**src/rtl/sci_pkg.sv**
```systemverilog
// sci_pkg: shared FSM encoding, frame constants and stream type for sci_tx.
// Build option: define SCI_TX_PARITY_EN to add an even-parity bit to each frame.
package sci_pkg;

   localparam int unsigned DATA_BITS       = 8;
   localparam int unsigned FRAME_BITS_BASE = 10;  // start + 8 data + stop
`ifdef SCI_TX_PARITY_EN
   localparam int unsigned PARITY_BITS     = 1;
`else
   localparam int unsigned PARITY_BITS     = 0;
`endif
   localparam int unsigned FRAME_BITS      = FRAME_BITS_BASE + PARITY_BITS;  // 10 or 11

   // A break frame holds the line low for one full frame length.
   localparam int unsigned BREAK_BITS      = FRAME_BITS;

   typedef enum logic [2:0] {
      IDLE,
      START,
      DATA,
`ifdef SCI_TX_PARITY_EN
      PARITY,
`endif
      STOP,
      BREAK
   } sci_state_e;

   // Byte stream sink: one byte per cycle with write high, no backpressure.
   typedef struct packed {
      logic [7:0] data;
      logic       write;
   } bytestream_t;

endpackage

```
**src/rtl/sci_tx_fifo.sv**
```systemverilog
// sci_tx_fifo: byte FIFO ahead of the shifter. Pointers carry one wrap bit so
// full and empty are told apart without a separate count. Callers guarantee
// pop only when not empty and push only when not full (or popping).
module sci_tx_fifo #(
   parameter int unsigned DEPTH = 4
) (
   input  logic       clk30,
   input  logic       reset,
   input  logic       push,
   input  logic       pop,
   input  logic [7:0] din,
   output logic [7:0] dout,
   output logic       full,
   output logic       empty
);

   localparam int unsigned AW = $clog2(DEPTH);

   logic [AW:0] wr_ptr, rd_ptr;
   logic [AW:0] wr_ptr_d, rd_ptr_d;
   logic [7:0]  mem [DEPTH];

   assign wr_ptr_d = wr_ptr + {{AW{1'b0}}, push};
   assign rd_ptr_d = rd_ptr + {{AW{1'b0}}, pop};

   // Pointer registers; full/empty are registered from the next pointers.
   always_ff @(posedge clk30) begin
      // NOTE: state uses non-blocking assignments so every flop samples pre-edge values.
      if (reset) begin
         wr_ptr <= '0;
         rd_ptr <= '0;
         empty  <= 1'b1;
         full   <= 1'b0;
      end else begin
         wr_ptr <= wr_ptr_d;
         rd_ptr <= rd_ptr_d;
         empty  <= (wr_ptr_d == rd_ptr_d);
         full   <= (wr_ptr_d[AW] != rd_ptr_d[AW]) &&
                   (wr_ptr_d[AW-1:0] == rd_ptr_d[AW-1:0]);
      end
   end

   // Storage write.
   always_ff @(posedge clk30) begin
      // NOTE: storage is not reset; the pointers alone define which slots are valid.
      if (push) mem[wr_ptr[AW-1:0]] <= din;
   end

   assign dout = mem[rd_ptr[AW-1:0]];

endmodule

```
**src/rtl/sci_tx.sv**
```systemverilog
// sci_tx: serial transmitter with byte FIFO, break generation and overrun flag.
// FIFO_DEPTH must be a power of two in 2..16.
// Build option: SCI_TX_PARITY_EN inserts an even-parity bit between data and stop.
module sci_tx
   import sci_pkg::*;
#(
   parameter int unsigned FIFO_DEPTH = 4
) (
   input  logic        clk30,
   input  logic        reset,
   input  bytestream_t serial_in,
   input  logic        te,
   input  logic        sbk,
   input  logic [15:0] baud_div,
   output logic        txd,
   output logic        tdre,
   output logic        tc,
   output logic        overrun,
   input  logic        overrun_clr
);

   sci_state_e  state, next_state;
   logic [15:0] baud_cnt, baud_cnt_d;
   logic [15:0] div_q, div_d;
   logic [3:0]  bit_cnt, bit_cnt_d;
   logic [7:0]  shreg, shreg_d;
   logic        txd_q, txd_d;
   logic        bit_end, start_ok, pop, push, load_div;
   logic        fifo_full, fifo_empty;
   logic [7:0]  fifo_dout;
`ifdef SCI_TX_PARITY_EN
   logic        par_q, par_d;
`endif

   sci_tx_fifo #(.DEPTH(FIFO_DEPTH)) u_fifo (
      .clk30 (clk30),
      .reset (reset),
      .push  (push),
      .pop   (pop),
      .din   (serial_in.data),
      .dout  (fifo_dout),
      .full  (fifo_full),
      .empty (fifo_empty)
   );

   assign bit_end  = (state != IDLE) && (baud_cnt == 16'd0);
   assign start_ok = te && !sbk && !fifo_empty;
   // A write while full is accepted only if the same edge frees a slot.
   assign push     = serial_in.write && (!fifo_full || pop);

   // State register.
   always_ff @(posedge clk30) begin
      if (reset) state <= IDLE;
      else       state <= next_state;
   end

   // Next-state logic: frame sequencing, back-to-back starts, break repeats.
   always_comb begin
      // NOTE: default assignment first so no path through the case infers a latch.
      next_state = state;
      unique case (state)
         IDLE:   if (sbk) next_state = BREAK;
                 else if (start_ok) next_state = START;
         START:  if (bit_end) next_state = DATA;
`ifdef SCI_TX_PARITY_EN
         DATA:   if (bit_end && bit_cnt == 4'(DATA_BITS - 1)) next_state = PARITY;
         PARITY: if (bit_end) next_state = STOP;
`else
         DATA:   if (bit_end && bit_cnt == 4'(DATA_BITS - 1)) next_state = STOP;
`endif
         STOP:   if (bit_end) next_state = start_ok ? START : IDLE;
         BREAK:  if (bit_end && bit_cnt == 4'(BREAK_BITS)) next_state = IDLE;
         default: next_state = IDLE;
      endcase
   end

   // Output/datapath logic: pop, bit timing, shift data and next txd level.
   always_comb begin
      pop      = (next_state == START) && (state != START);
      load_div = ((state == IDLE) && (next_state != IDLE)) || pop;
      div_d    = load_div ? baud_div : div_q;

      if (next_state == IDLE)  baud_cnt_d = '0;
      else if (load_div)       baud_cnt_d = baud_div;
      else if (bit_end)        baud_cnt_d = div_q;
      else                     baud_cnt_d = baud_cnt - 16'd1;

      // Bit index within DATA or BREAK; a break frame restarts while sbk stays high.
      bit_cnt_d = bit_cnt;
      if (next_state != state) bit_cnt_d = '0;
      else if (bit_end) begin
         if (state == BREAK && bit_cnt == 4'(BREAK_BITS - 1) && sbk) bit_cnt_d = '0;
         else                                                         bit_cnt_d = bit_cnt + 4'd1;
      end

      shreg_d = shreg;
      if (pop)                            shreg_d = fifo_dout;
      else if (state == DATA && bit_end)  shreg_d = shreg >> 1;

`ifdef SCI_TX_PARITY_EN
      par_d = pop ? ^fifo_dout : par_q;
`endif

      case (next_state)
         START:   txd_d = 1'b0;
         DATA:    txd_d = shreg_d[0];
`ifdef SCI_TX_PARITY_EN
         PARITY:  txd_d = par_q;
`endif
         BREAK:   txd_d = (bit_cnt_d == 4'(BREAK_BITS));
         default: txd_d = 1'b1;
      endcase
   end

   // Datapath and output registers.
   always_ff @(posedge clk30) begin
      if (reset) begin
         baud_cnt <= '0;
         bit_cnt  <= '0;
         div_q    <= '0;
         shreg    <= '0;
         txd_q    <= 1'b1;
         overrun  <= 1'b0;
`ifdef SCI_TX_PARITY_EN
         par_q    <= 1'b0;
`endif
      end else begin
         baud_cnt <= baud_cnt_d;
         bit_cnt  <= bit_cnt_d;
         div_q    <= div_d;
         shreg    <= shreg_d;
         txd_q    <= txd_d;
`ifdef SCI_TX_PARITY_EN
         par_q    <= par_d;
`endif
         // A dropped byte sets the flag even when a clear arrives the same cycle.
         if (serial_in.write && !push) overrun <= 1'b1;
         else if (overrun_clr)         overrun <= 1'b0;
      end
   end

   assign txd  = txd_q;
   // Both flags are formed from flops only (FIFO empty flag and state register).
   assign tdre = fifo_empty;
   assign tc   = fifo_empty && (state == IDLE);

endmodule

```
**config.mk**
```make
export PLATFORM = sky130hd
export DESIGN_NAME = sci_tx
export DESIGN_NICKNAME = d
export VERILOG_FILES = /design/src/rtl/sci_pkg.sv /design/src/rtl/sci_tx_fifo.sv /design/src/rtl/sci_tx.sv
export SDC_FILE = /design/constraint.sdc
export NUM_CORES = 1
export LEC_CHECK = 0
export ABC_AREA = 1
export ABC_CLOCK_PERIOD_IN_PS = 3400
export CORE_MARGIN = 1.5
export CORE_UTILIZATION = 55
export CTS_BUF_LIST = sky130_fd_sc_hd__clkbuf_4 sky130_fd_sc_hd__clkbuf_8
export DETAILED_ROUTE_END_ITERATION = 10
export PLACE_DENSITY = 0.75
export SLEW_MARGIN = 40
export SYNTH_ARGS = -nofsm -noshare
export SYNTH_HDL_FRONTEND = slang
export SYNTH_SLANG_ARGS = --single-unit
```
**constraint.sdc**
```tcl
create_clock -name clk30 -period 3.4 [get_ports clk30]
set_input_delay 1.02 -clock clk30 [delete_from_list [all_inputs] [get_ports clk30]]
set_output_delay 1.02 -clock clk30 [all_outputs]
set_load 0.02 [all_outputs]
```
==> impl_metrics.csv <==
group,metric,value,unit
synth,synthCells,537,
synth,yosysUniqueCellTypes,37,
detailed_routing,drt_iter0_drc,236,
global_route,groute.usage.overall,22.8,%
die,core.rowCount,32,
detailed_routing,routed_via_density,5.35,
setup_path,critical_path.cell_chain,"clkdlybuf4s50_1 > inv_1 > nand2_1 > nor2_1 > nand2_1 > a21boi_4 > nand3_2 > nand3_2 > a21boi_1 > ha_1 > ha_1 > inv_1 > nand2_1 > a22oi_1 > nand2_1 > nor2_1",
setup_path,timing.rr.end,"u_fifo.full",
placed_design,final_estimated_routing_congestion_in_global_placement,0.894,
setup_path,cpMaxStageDelayCell,"sky130_fd_sc_hd__clkdlybuf4s50_1",
clock_network,cts.hold.buffers_added,0,
synth,synth_area_per_cell,8.09,um2
die,die_height,91.9,um
clock_network,worst_setup_hold_path_clk_slew,100,ps
synth,synth-edff-count,32,
synth,synthFlopType,"sky130_fd_sc_hd__dfxtp_1",
die,chipWidth,91.9,um
clock_network,clock_tree.htree_level_count,3,
sta,holdWs,471,ps
setup_path,critPathKind,"in2reg",
detailed_routing,routed_wire_length_per_instance,13.5,um
die,design.portCount,34,
setup_path,cpPeakStageDelay,420,ps
setup_path,reg2reg_path_depth,17,
sta,clk_skew,8.09,ps
cells_and_area,fill_cells,670,
clock_network,number_of_clock_buffers_inserted_by_tritoncts,9,
detailed_routing,drc_violation_count_after_routing,0,
setup_path,timing.critical_path.to,"u_fifo.full",
setup_path,critPathLaunchType,"input pin",
synth,yosysWarnings,0,
outcome,status,"finished, final reports clean",
setup_path,cp.required,3710,ps
sta,actual_slew_at_the_worst_max_slew_pin,495,ps
cells_and_area,drive_above_1_share,8.48,%
global_route,grt_max_degree,47,
clock_network,cts_repair_resize_count,0,
detailed_routing,drt-total-wl,9.19,mm
synth,synth_async_sr_flop_share,0,%
setup_path,timing.critical_path.arrival,3340,ps
synth,netlist_area_before_placement,4340,um2
die,fp.dieArea,8440,um2
setup_path,r2r-start,"baud_cnt[0]",
clock_network,post-cts-setup-buffer-count,0,
detailed_routing,drt.antenna.violating_nets,0,
clock_network,insertion_delay,360,ps
synth,yosys_register_bits,89,
cells_and_area,layout.cells.most_common,"sky130_fd_sc_hd__nand2_1",
placed_design,port-buffer-count,33,
cells_and_area,diodes,0,
run,maxCapViolations,0,
clock_network,cts.path.max_buffers,2,
cells_and_area,area_growth_syn_to_layout,14.1,%
sta,timing.final.crit_period,3040,ps
power_and_ir_drop,static-leakage-power,0.00207,uW
setup_path,critical_path.endpoint_type,"flip-flop",
sta,fmax,329,MHz
cells_and_area,layout.nets,612,
sta,timing.final.crit_share,89.3,%
synth,synthesis.nets,576,
sta,setup_viol,0,
global_route,globalRouteOverflowTotal,0,
power_and_ir_drop,pwr_density_cell,631,nW/um2
setup_path,r2r_slack,550,ps
sta,relative_max_transition_margin,67.0,%
cells_and_area,most-common-layout-cells,"104 x sky130_fd_sc_hd__nand2_1, 84 x sky130_fd_sc_hd__nor2_1, 57 x sky130_fd_sc_hd__dfxtp_1",
detailed_routing,detail_route.first_pass.iterations,4,
placed_design,detailedPlacementHpwl,6.32,mm
clock_network,clkSinkCount,89,
detailed_routing,vias,3635,
die,floorplan.core_area,7690,um2
sta,hold_fails_final_rpt,0,
setup_path,critical_path.startpoint,"sbk",
die,initial_cell_density_of_the_core,56.5,%
sta,maxSlewViolCount,0,
setup_path,timing.critical_path.fanout_max,4,
synth,synth_sequential_area_ratio,48.4,%
power_and_ir_drop,power.ir.vdd_worst,0.385,mV
clock_network,cts_root_buf,"sky130_fd_sc_hd__clkbuf_8",
sta,totalNegativeSetupSlack,0,ps
global_route,grt_antenna_before_repair,0,
global_route,first_global_vias,3420,
sta,setup_repair_after_global_routing_missed_its_margin,"no",
clock_network,tritoncts_clock_tree,"yes",
global_route,grt_pass1_wl,15.3,mm
setup_path,cell_occurring_most_often_along_the_worst_timing_path,"sky130_fd_sc_hd__nand2_1",
hold_path,worstHoldPathType,"reg2reg",
sequential cells by signal (all words and copies together), names as in the netlist:
signal / cells
u_fifo.mem: 32
baud_cnt: 16
u_fifo.rd_ptr: 3
bit_cnt: 4
txd: 1
overrun: 1
u_fifo.full: 1
u_fifo.wr_ptr: 3
state: 3
div_q: 16
shreg: 8
u_fifo.empty: 1
where the power goes:
part           switching, uW  internal (uW)  leakage, uW
Sequential              83.2           1220     0.000760
Combinational            703            407      0.00120
Clock                    422            293     0.000103
Total                   1210           1920      0.00207
per-layer routing:
layer | share of wire, % | GRT usage [%]
met5 | 0 | 0
met2 | 50 | 40.3
met3 | 5.1 | 4.23
met1 | 43 | 27.2
met4 | 1.8 | 9.10
final cells by class:
| type | count | area (um2) | share of cell area, % |
|---|---|---|---|
| clock buffers | 9 | 124 | 2.50 |
| clock inverters | 7 | 76.3 | 1.54 |
| inverters | 43 | 161 | 3.26 |
| multi-input cells | 387 | 1960 | 39.6 |
| flip-flops and latches | 89 | 2100 | 42.4 |
| well taps | 102 | 128 | 2.57 |
| repair buffers | 43 | 405 | 8.18 |
per-stage QoR:
step / total power [uW] / instances / util, % / worst slack, ps / instance area, um2
after floorplan: 2190 / 537 / - / 594 / 4340
after global placement: 2400 / 664 / 61.9 / 95.4 / 4760
after detailed placement: 2420 / 664 / 61.9 / 18.7 / 4760
after CTS: 3140 / 680 / 64.5 / 359 / 4960
after global routing: 3330 / 680 / 64.5 / 61.1 / 4960
final: 3130 / 680 / 64.5 / 364 / 4960
synthesized netlist by cell type, types with 6 or more instances:
cell type,n,area (um2)
sky130_fd_sc_hd__inv_1,40,150
sky130_fd_sc_hd__edfxtp_1,32,961
sky130_fd_sc_hd__dfxtp_1,57,1140
sky130_fd_sc_hd__nand4_1,6,37.5
sky130_fd_sc_hd__a21oi_1,37,185
sky130_fd_sc_hd__nor2_1,84,315
sky130_fd_sc_hd__o21ai_0,36,180
sky130_fd_sc_hd__clkbuf_1,8,30.0
sky130_fd_sc_hd__ha_1,9,113
sky130_fd_sc_hd__nand2_1,104,390
sky130_fd_sc_hd__nand3_1,53,265
sky130_fd_sc_hd__o22ai_1,8,50.1
cells by family (layout without fill, tap and decap cells):
logic type	Yosys count	in the layout	share of synthesized area [%]
AO/OA/AOI/OAI	94	94	11.9
buffers and inverters	61	102	6.45
flip-flops	89	89	48.4
XOR/XNOR	9	9	1.81
AND/OR/NAND/NOR	275	275	28.9
adder cells (fa/ha/maj)	9	9	2.59
critical path, delay by kind of cell:
| kind | cells | cell delay [ps] |
|---|---|---|
| adder cells (fa/ha/maj) | 2 | 410 |
| AND/OR/NAND/NOR | 8 | 760 |
| buffers and inverters | 3 | 570 |
| AO/OA/AOI/OAI | 3 | 580 |
worst min-delay path by stage:
stage	from	end	slack (ps)	depth (start not counted)
final	overrun	overrun	470	2
after detailed placement	overrun	overrun	460	2
after global routing	div_q[15]	div_q[15]	520	2
after floorplan	u_fifo.full	overrun	460	2
after CTS	overrun	overrun	470	2
after global placement	overrun	overrun	450	2
No activity file was read; power rests on OpenSTA's default activity.
